<file path="src/rtl/call_request_panel_if.sv">
// Signal bundle between the push-button panel and the elevator controller side.
// The master drives raw buttons and controller status; the slave returns the latched requests.
interface call_request_panel_if;
    logic [2:0] raw_up;
    logic [2:0] raw_down;
    logic [3:0] raw_in;
    logic [2:0] position;
    logic       open;
    logic [1:0] direction;
    logic [2:0] button_up;
    logic [2:0] button_down;
    logic [3:0] button_in;
    logic [7:0] serviced_cnt;

    modport master (
        output raw_up, raw_down, raw_in, position, open, direction,
        input  button_up, button_down, button_in, serviced_cnt
    );

    modport slave (
        input  raw_up, raw_down, raw_in, position, open, direction,
        output button_up, button_down, button_in, serviced_cnt
    );
endinterface

</file>
<file path="src/rtl/call_request_panel.sv">
// Latches hall and cab button presses as call requests and clears each one when the
// car stands at its floor with the door open and a compatible direction.
module call_request_panel (
    input  logic                 clk,
    input  logic                 reset,
    call_request_panel_if.slave  bus
);
    typedef enum logic {IDLE = 1'b0, PENDING = 1'b1} req_state_t;

    localparam int NREQ = 10;

    // Request vector layout: [2:0] hall up, [5:3] hall down, [9:6] cab.
    logic [NREQ-1:0] raw_all;
    logic [NREQ-1:0] raw_p1;
    logic [NREQ-1:0] press;
    logic [NREQ-1:0] clr;
    logic [NREQ-1:0] pending;
    logic [3:0]      svc;
    logic            dir_up_ok;
    logic            dir_dn_ok;
    logic            serviced;
    logic [7:0]      cnt_q;
    logic [7:0]      cnt_d;
    req_state_t      state_q [NREQ];
    req_state_t      state_d [NREQ];

    assign raw_all = {bus.raw_in, bus.raw_down, bus.raw_up};
    assign press   = raw_all & ~raw_p1;

    always_comb begin
        svc = '0;
        for (int f = 0; f < 4; f++) begin
            svc[f] = !bus.position[0] && (bus.position[2:1] == 2'(f)) && bus.open;
        end
    end

    // Direction 11 is treated as unknown: only cab calls may be answered.
    assign dir_up_ok = (bus.direction == 2'b00) || (bus.direction == 2'b01);
    assign dir_dn_ok = (bus.direction == 2'b00) || (bus.direction == 2'b10);

    assign clr = {svc, svc[3:1] & {3{dir_dn_ok}}, svc[2:0] & {3{dir_up_ok}}};

    always_comb begin
        for (int i = 0; i < NREQ; i++) begin
            state_d[i] = state_q[i];
            pending[i] = (state_q[i] == PENDING);
            case (state_q[i])
                IDLE:    if (press[i] && !clr[i]) state_d[i] = PENDING;
                PENDING: if (clr[i])              state_d[i] = IDLE;
                default:                          state_d[i] = IDLE;
            endcase
        end
    end

    // One increment per edge however many requests are answered together.
    assign serviced = |(pending & clr);
    assign cnt_d    = (serviced && (cnt_q != 8'hFF)) ? cnt_q + 8'd1 : cnt_q;

    always_ff @(posedge clk or posedge reset) begin
        if (reset) begin
            raw_p1 <= '0;
            cnt_q  <= '0;
            for (int i = 0; i < NREQ; i++) begin
                state_q[i] <= IDLE;
            end
        end else begin
            raw_p1 <= raw_all;
            cnt_q  <= cnt_d;
            for (int i = 0; i < NREQ; i++) begin
                state_q[i] <= state_d[i];
            end
        end
    end

    assign bus.button_up    = pending[2:0];
    assign bus.button_down  = pending[5:3];
    assign bus.button_in    = pending[9:6];
    assign bus.serviced_cnt = cnt_q;
endmodule
</file>
<file path="src/flat_wrapper.sv">
// flat-port wrapper written by rule: the top's interface ports become plain ports
module call_request_panel_flat 
  (clk, reset, bus_raw_up, bus_raw_down, bus_raw_in, bus_position, bus_open, bus_direction, bus_button_up, bus_button_down, bus_button_in, bus_serviced_cnt);
  call_request_panel_if bus_i ();
  input  logic clk;
  input  logic reset;
  input wire logic [$bits(bus_i.raw_up)-1:0] bus_raw_up;
  input wire logic [$bits(bus_i.raw_down)-1:0] bus_raw_down;
  input wire logic [$bits(bus_i.raw_in)-1:0] bus_raw_in;
  input wire logic [$bits(bus_i.position)-1:0] bus_position;
  input wire logic [$bits(bus_i.open)-1:0] bus_open;
  input wire logic [$bits(bus_i.direction)-1:0] bus_direction;
  output wire logic [$bits(bus_i.button_up)-1:0] bus_button_up;
  output wire logic [$bits(bus_i.button_down)-1:0] bus_button_down;
  output wire logic [$bits(bus_i.button_in)-1:0] bus_button_in;
  output wire logic [$bits(bus_i.serviced_cnt)-1:0] bus_serviced_cnt;
  assign bus_i.raw_up = bus_raw_up;
  assign bus_i.raw_down = bus_raw_down;
  assign bus_i.raw_in = bus_raw_in;
  assign bus_i.position = bus_position;
  assign bus_i.open = bus_open;
  assign bus_i.direction = bus_direction;
  assign bus_button_up = bus_i.button_up;
  assign bus_button_down = bus_i.button_down;
  assign bus_button_in = bus_i.button_in;
  assign bus_serviced_cnt = bus_i.serviced_cnt;
  call_request_panel u_core (.clk(clk), .reset(reset), .bus(bus_i));
endmodule
</file>
<file path="config.mk">
export PLATFORM = sky130hd
export DESIGN_NAME = call_request_panel_flat
export DESIGN_NICKNAME = d
export VERILOG_FILES = /design/src/rtl/call_request_panel_if.sv /design/src/rtl/call_request_panel.sv /design/src/flat_wrapper.sv
export SDC_FILE = /design/constraint.sdc
export NUM_CORES = 1
export LEC_CHECK = 0
export ABC_CLOCK_PERIOD_IN_PS = 1900
export CAP_MARGIN = 20
export CELL_PAD_IN_SITES_DETAIL_PLACEMENT = 1
export CELL_PAD_IN_SITES_GLOBAL_PLACEMENT = 1
export CORE_MARGIN = 3
export CORE_UTILIZATION = 35
export DETAILED_ROUTE_END_ITERATION = 10
export GPL_TIMING_DRIVEN = 1
export PLACE_DENSITY_LB_ADDON = 0.1
export SYNTH_ARGS = -nofsm -noshare
export SYNTH_HDL_FRONTEND = slang
export SYNTH_SLANG_ARGS = --single-unit
</file>
<file path="constraint.sdc">
create_clock -name clk -period 1.9 [get_ports clk]
set_input_delay 0.285 -clock clk [delete_from_list [all_inputs] [get_ports clk]]
set_output_delay 0.285 -clock clk [all_outputs]
set_load 0.02 [all_outputs]
</file>
==> run_results.csv, run 1 <==
group,metric,value,unit
final_layout,mostFrequentLayoutCell,"clkdlybuf4s50_1",
logic_synthesis,ys_seq_area_frac,0.6054,
sta,fin_crit,1.740,ns
clock_tree,cts_buffer_depth,2,
route,drt_iter0_markers,20,
sta,max_freq,574.9,MHz
route,drt-wirelength-per-cell,15.17,um
place,placed_area,1627,um^2
logic_synthesis,ys_ff_latch,28,
worst_setup_path,cp.arrival,1.45,ns
route,vias,908,
clock_tree,clk_latency,0.33,ns
logic_synthesis,syn_nets,113,
clock_tree,clk_pin_slew,0.15,ns
route,drc_errors,0,
global_route,track_usage,0.1587,
route,wl,2821,um
final_layout,fillCellCount,359,
sta,rsz0062_at_grt,"no",
logic_synthesis,ys_warn_count,0,
final_layout,final_cell_mix,"35 x clkdlybuf4s50_1, 28 x dfrtp_1, 11 x a21oi_1",
die,die_y,63.51,um
logic_synthesis,synth.avg_cell_area,12.31,um^2
worst_setup_path,critPathMaxStageDelay,0.65,ns
clock_tree,post_cts_buffers,0,
route,final_antenna_net_count,0,
worst_setup_path,cp_cell_sequence,"clkdlybuf4s50_1",
worst_setup_path,slowest_stage,"clkdlybuf4s50_1",
die,coreArea,3103,um^2
worst_setup_path,path_delay_family,"buffers and inverters",
global_route,antenna_found_initial,0,
clock_tree,cts_resized,0,
sta,finalCritPeriodShare,0.9155,
final_layout,fin_cells,186,
clock_tree,clkSinkCount,28,
worst_setup_path,crit_required,1.62,ns
worst_setup_path,worstPathMaxFanout,6,
sta,worst_pin_slew,0.3493,ns
route,drtPass1Iterations,3,
sta,setup-tns-final,0,ns
power_and_ir_drop,power_density,954.0,nW/um^2
final_layout,synthToLayoutAreaGrowth,43.68,%
run_status,status,"finished clean",
global_route,grt-ovfl-total,0,
sta,hold_violations,0,
sta,setup_violations,0,
worst_setup_path,critPathKind,"reg2out",
worst_setup_path,critical_path_buf_inv_count,1,
global_route,grt_pass1_vias,1066,
place,dp.cells,182,
global_route,grt_pass1_wl,5119,um
logic_synthesis,synth_cells,94,
route,via_per_inst,4.882,
power_and_ir_drop,vdd_ir_drop_max,0.0005358,V
worst_setup_path,critPathLaunchType,"flip-flop",
final_layout,final_util,0.5359,
worst_setup_path,reg2reg_slack,0.25,ns
worst_setup_path,setup.worst_path.end_class,"output port",
sta,max_slew_margin,0.7671,
final_layout,drive_gt1_frac,0.1408,
power_and_ir_drop,leakage,0.6966,nW
die,num_rows,20,
job,maxCapViolCount,0,
final_layout,diodes,0,
final_layout,fin_area,1663,um^2
logic_synthesis,ys_types,25,
sta,final_max_slew_viol_count,0,
min_path,holdCritPathClass,"in2async",
die,initial_core_util,0.3730,
global_route,grt_max_degree,29,
die,pin_count,36,
clock_tree,cts_hold_repair.buffers,0,
final_layout,fin_nets,162,
die,dieArea,4033,um^2
clock_tree,cts_buffers,3,
sta,finClkSkew,0.004448,ns
die,die_x,63.51,um
place,hpwl,2158,um
clock_tree,cts_tree,"done",
place,port_buffers,35,
power_and_ir_drop,finalPower,0.001586,W
place,gp_congestion,0.7016,
clock_tree,htreeDepth,1,
logic_synthesis,synth_area,1157,um^2
clock_tree,cts_root_buffer,"clkbuf_4",
==> report_power, final <==
group	leakage (nW)	internal, W	switching (W)
Sequential	0.316	0.000681	0.000109
Combinational	0.360	0.000264	0.000236
Clock	0.0210	0.000117	0.000179
==> layer usage <==
| layer | up-vias | track usage | share of wire |
|---|---|---|---|
| li1 | 434 | - | - |
| met1 | 453 | 0.2111 | 0.43 |
| met2 | 19 | 0.2542 | 0.52 |
| met3 | 2 | 0.03387 | 0.043 |
| met4 | 0 | 0.05660 | 0.0064 |
| met5 | - | 0 | 0 |
==> worst paths after layout <==
check | startpoint | end | cells after the start
max | u_core.bus.serviced_cnt[2]$_DFFE_PP0P_ | bus_serviced_cnt[2] | 1
min in group clk | bus_raw_down[2] | u_core.raw_p1[5]$_DFF_PP0_ | 1
min | reset | u_core.raw_p1[5]$_DFF_PP0_ | 3
max reg2reg | u_core.bus.serviced_cnt[0]$_DFFE_PP0P_ | u_core.bus.serviced_cnt[1]$_DFFE_PP0P_ | 5
min reg2reg | u_core.bus.serviced_cnt[6]$_DFFE_PP0P_ | u_core.bus.serviced_cnt[6]$_DFFE_PP0P_ | 1
max in group asynchronous | reset | u_core.bus.serviced_cnt[4]$_DFFE_PP0P_ | 3
==> final cells by class <==
| class | instances | area, um^2 | area share |
|---|---|---|---|
| Sequential cell | 28 | 700.7 | 0.4214 |
| Tap cell | 44 | 55.05 | 0.03311 |
| Clock buffer | 4 | 36.28 | 0.02182 |
| Multi-Input combinational cell | 56 | 411.6 | 0.2476 |
| Inverter | 9 | 33.78 | 0.02032 |
| Timing Repair Buffer | 45 | 425.4 | 0.2558 |
==> cells in the mapped netlist <==
master    count  share of area
dfrtp_1      28           0.61
a21oi_1      11          0.048
inv_1         9          0.029
nor2b_1       8          0.043
a31oi_1       6          0.032
nand3_1       4          0.017
and3_1        3          0.016
o32a_1        3          0.026
xnor2_1       3          0.023
a221oi_2      2          0.026
nand4_1       2          0.011
o22a_1        2          0.015
a211oi_1      1         0.0065
and2_4        1         0.0076
buf_6         1         0.0097
ha_1          1          0.011
mux2_4        1          0.013
nand3b_1      1         0.0065
nor2_1        1         0.0032
nor3b_2       1          0.011
o31ai_1       1         0.0065
o32ai_2       1          0.014
or2_1         1         0.0054
or2b_1        1         0.0065
xor2_1        1         0.0076
==> flip-flops by register name, indices dropped and copies added (netlist names) <==
name	flops
u_core.raw_p1	10
u_core.bus.button_in	4
u_core.bus.button_down	3
u_core.bus.serviced_cnt	8
u_core.bus.button_up	3
==> metrics by stage <==
| stage | worst slack [ns] | hold slack, ns |
|---|---|---|
| floorplan | 0.1554 | 0.3164 |
| global placement | -0.09181 | 0.5093 |
| detailed placement | -0.1422 | 0.5112 |
| CTS | 0.1508 | 0.3045 |
| global route | 0.08406 | 0.3657 |
| finish | 0.1605 | 0.2966 |
==> logic make-up after synthesis <==
group	count (synthesis)	share of synthesized area
AO/OA/AOI/OAI	27	0.1741
XOR/XNOR	4	0.03028
adder cells (fa/ha/maj)	1	0.01081
buffers and inverters	10	0.03892
flip-flops	28	0.6054
multiplexers	1	0.01297
AND/OR/NAND/NOR	23	0.1276
==> worst min-delay path, cell delays in order <==
cell and delay, ns:
clkdlybuf4s50_1 0.39, inv_1 0.05, buf_4 0.32
Power figures use the tool's default switching activity.
==> run 2: changes to the inputs <==
--- a/config.mk
+++ b/config.mk
@@ -10,7 +10,7 @@
 export CELL_PAD_IN_SITES_DETAIL_PLACEMENT = 1
 export CELL_PAD_IN_SITES_GLOBAL_PLACEMENT = 1
 export CORE_MARGIN = 3
-export CORE_UTILIZATION = 35
+export CORE_UTILIZATION = 30
 export DETAILED_ROUTE_END_ITERATION = 10
 export GPL_TIMING_DRIVEN = 1
 export PLACE_DENSITY_LB_ADDON = 0.1
==> run 2 against run 1 <==
Against the previous run:
- non-clock buffer count did not move
- via count fell by 0.11%
- count of clock-buffer cells in the layout is the same
- critical path type is now in2reg
- highest routed layer unchanged
- final cell count up 1.1%
- largest cell class unchanged
==> run_results.csv, run 2 (synthesis gave the netlist of run 1 again) <==
group,metric,value,unit
run_status,status,"finished clean",
final_layout,final_cell_mix,"35 x clkdlybuf4s50_1, 28 x dfrtp_1, 11 x a21oi_1",
worst_setup_path,rr_worst_depth,5,
route,drt-wirelength-per-cell,14.12,um
worst_setup_path,slowest_stage,"clkdlybuf4s50_1",
worst_setup_path,reg2reg_from,"u_core.bus.serviced_cnt[0]$_DFFE_PP0P_",
global_route,antenna_found_initial,0,
clock_tree,cts_tree,"done",
final_layout,final_util,0.4783,
clock_tree,cts_buffer_depth,2,
worst_setup_path,worstPathMaxFanout,5,
worst_setup_path,reg2reg_slack,0.26,ns
final_layout,fillCellCount,392,
sta,whs,0.3678,ns
sta,finClkSkew,0.002081,ns
clock_tree,post_cts_buffers,0,
worst_setup_path,critPathKind,"in2reg",
global_route,grt_pass1_wl,4664,um
route,drt_iter0_markers,64,
final_layout,largest_reg_flops,10,
die,coreArea,3521,um^2
route,drc_errors,0,
global_route,grt_max_degree,29,
die,initial_core_util,0.3287,
final_layout,fin_nets,162,
route,drtPass1Iterations,4,
global_route,grt_pass1_vias,979,
final_layout,diodes,0,
global_route,track_usage,0.1354,
power_and_ir_drop,leakage,0.7044,nW
route,final_antenna_net_count,0,
final_layout,drive_gt1_frac,0.1408,
min_path,holdCritPathClass,"in2async",
clock_tree,cts_root_buffer,"clkbuf_8",
sta,max_slew_margin,0.7670,
worst_setup_path,cp.arrival,1.84,ns
clock_tree,cts_buffers,3,
die,die_y,68.11,um
clock_tree,cts_hold_repair.buffers,0,
clock_tree,clk_pin_slew,0.09,ns
sta,finalCritPeriodShare,0.8865,
power_and_ir_drop,vdd_ir_drop_max,0.0006231,V
final_layout,top_register,"u_core.raw_p1",
clock_tree,cts_resized,0,
clock_tree,clk_latency,0.27,ns
sta,max_freq,593.7,MHz
worst_setup_path,r2r-end,"u_core.bus.serviced_cnt[1]$_DFFE_PP0P_",
sta,final_max_slew_viol_count,0,
clock_tree,htreeDepth,1,
final_layout,fin_area,1684,um^2
die,dieArea,4639,um^2
die,die_x,68.11,um
die,pin_count,36,
place,placed_area,1629,um^2
die,num_rows,21,
worst_setup_path,setup.worst_path.end_class,"flip-flop",
final_layout,synthToLayoutAreaGrowth,45.51,%
route,via_per_inst,4.824,
worst_setup_path,crit_required,2.06,ns
final_layout,mostFrequentLayoutCell,"clkdlybuf4s50_1",
power_and_ir_drop,power_density,974.0,nW/um^2
global_route,grt-ovfl-total,0,
sta,fin_crit,1.684,ns
worst_setup_path,critPathMaxStageDelay,0.52,ns
sta,worst_pin_slew,0.3495,ns
worst_setup_path,cp_cell_sequence,"clkdlybuf4s50_1 -> or2b_1 -> a221oi_2 -> o32ai_2 -> and2_4 -> mux2_4",
sta,setup-tns-final,0,ns
route,wl,2655,um
place,gp_congestion,0.7730,
route,vias,907,
sta,rsz0062_at_grt,"no",
sta,setup_violations,0,
place,port_buffers,35,
place,hpwl,2106,um
worst_setup_path,critPathLaunchType,"primary input",
clock_tree,clkSinkCount,28,
job,maxCapViolCount,0,
sta,hold_violations,0,
run 2: cell counts in the layout (fill, tap and decap cells not counted):
Identical to the previous run, type by type.
run 2: how the worst max path moves through the flow:
| stage | from | endpoint | slack [ns] | depth (start not counted) |
|---|---|---|---|---|
| finish | bus_position[1] | u_core.bus.serviced_cnt[1]$_DFFE_PP0P_ | 0.22 | 6 |
| global route | bus_position[1] | u_core.bus.serviced_cnt[1]$_DFFE_PP0P_ | 0.14 | 6 |
| CTS | bus_position[1] | u_core.bus.serviced_cnt[1]$_DFFE_PP0P_ | 0.22 | 6 |
| detailed placement | bus_position[1] | u_core.bus.serviced_cnt[1]$_DFFE_PP0P_ | -0.06 | 6 |
| global placement | bus_position[1] | u_core.bus.serviced_cnt[1]$_DFFE_PP0P_ | -0.05 | 6 |
| floorplan | u_core.bus.button_in[2]$_DFF_PP0_ | u_core.bus.serviced_cnt[1]$_DFFE_PP0P_ | 0.16 | 5 |
run 2: layout make-up:
type,count,area [um^2],share of cell area
Sequential cell,28,700.7,0.4160
Tap cell,46,57.56,0.03418
Clock buffer,4,55.05,0.03269
Timing Repair Buffer,45,425.4,0.2526
Multi-Input combinational cell,56,411.6,0.2444
Inverter,9,33.78,0.02006
run 2: worst max-delay path, delay by kind of cell:
family | cells | cell delay [ns]
buffers and inverters | 1 | 0.52
and+or+nand+nor | 2 | 0.43
AOI/OAI and AO/OA | 2 | 0.31
muxes | 1 | 0.28
run 2: stage by stage:
step	total power, W	instances	worst slack [ns]
after global routing	0.001762	188	0.1448
after CTS	0.001667	188	0.2178
after global placement	0.001285	184	-0.05275
after floorplan	0.001028	94	0.1554
after detailed placement	0.001304	184	-0.05980
final	0.001640	188	0.2156
run 2: routing by layer:
| metal | global-route usage | share of wire | up-vias |
|---|---|---|---|
| li1 | - | - | 437 |
| met1 | 0.1821 | 0.47 | 446 |
| met2 | 0.2058 | 0.46 | 22 |
| met3 | 0.03941 | 0.060 | 2 |
| met4 | 0.04963 | 0.0087 | 0 |
| met5 | 0 | 0 | - |
run 2: where the power goes:
part / total (W) / switching, W / internal, W
Sequential: 0.000786 / 0.000105 / 0.000681
Combinational: 0.000494 / 0.000230 / 0.000264
Clock: 0.000360 / 0.000175 / 0.000185
Total: 0.00164 / 0.000510 / 0.00113
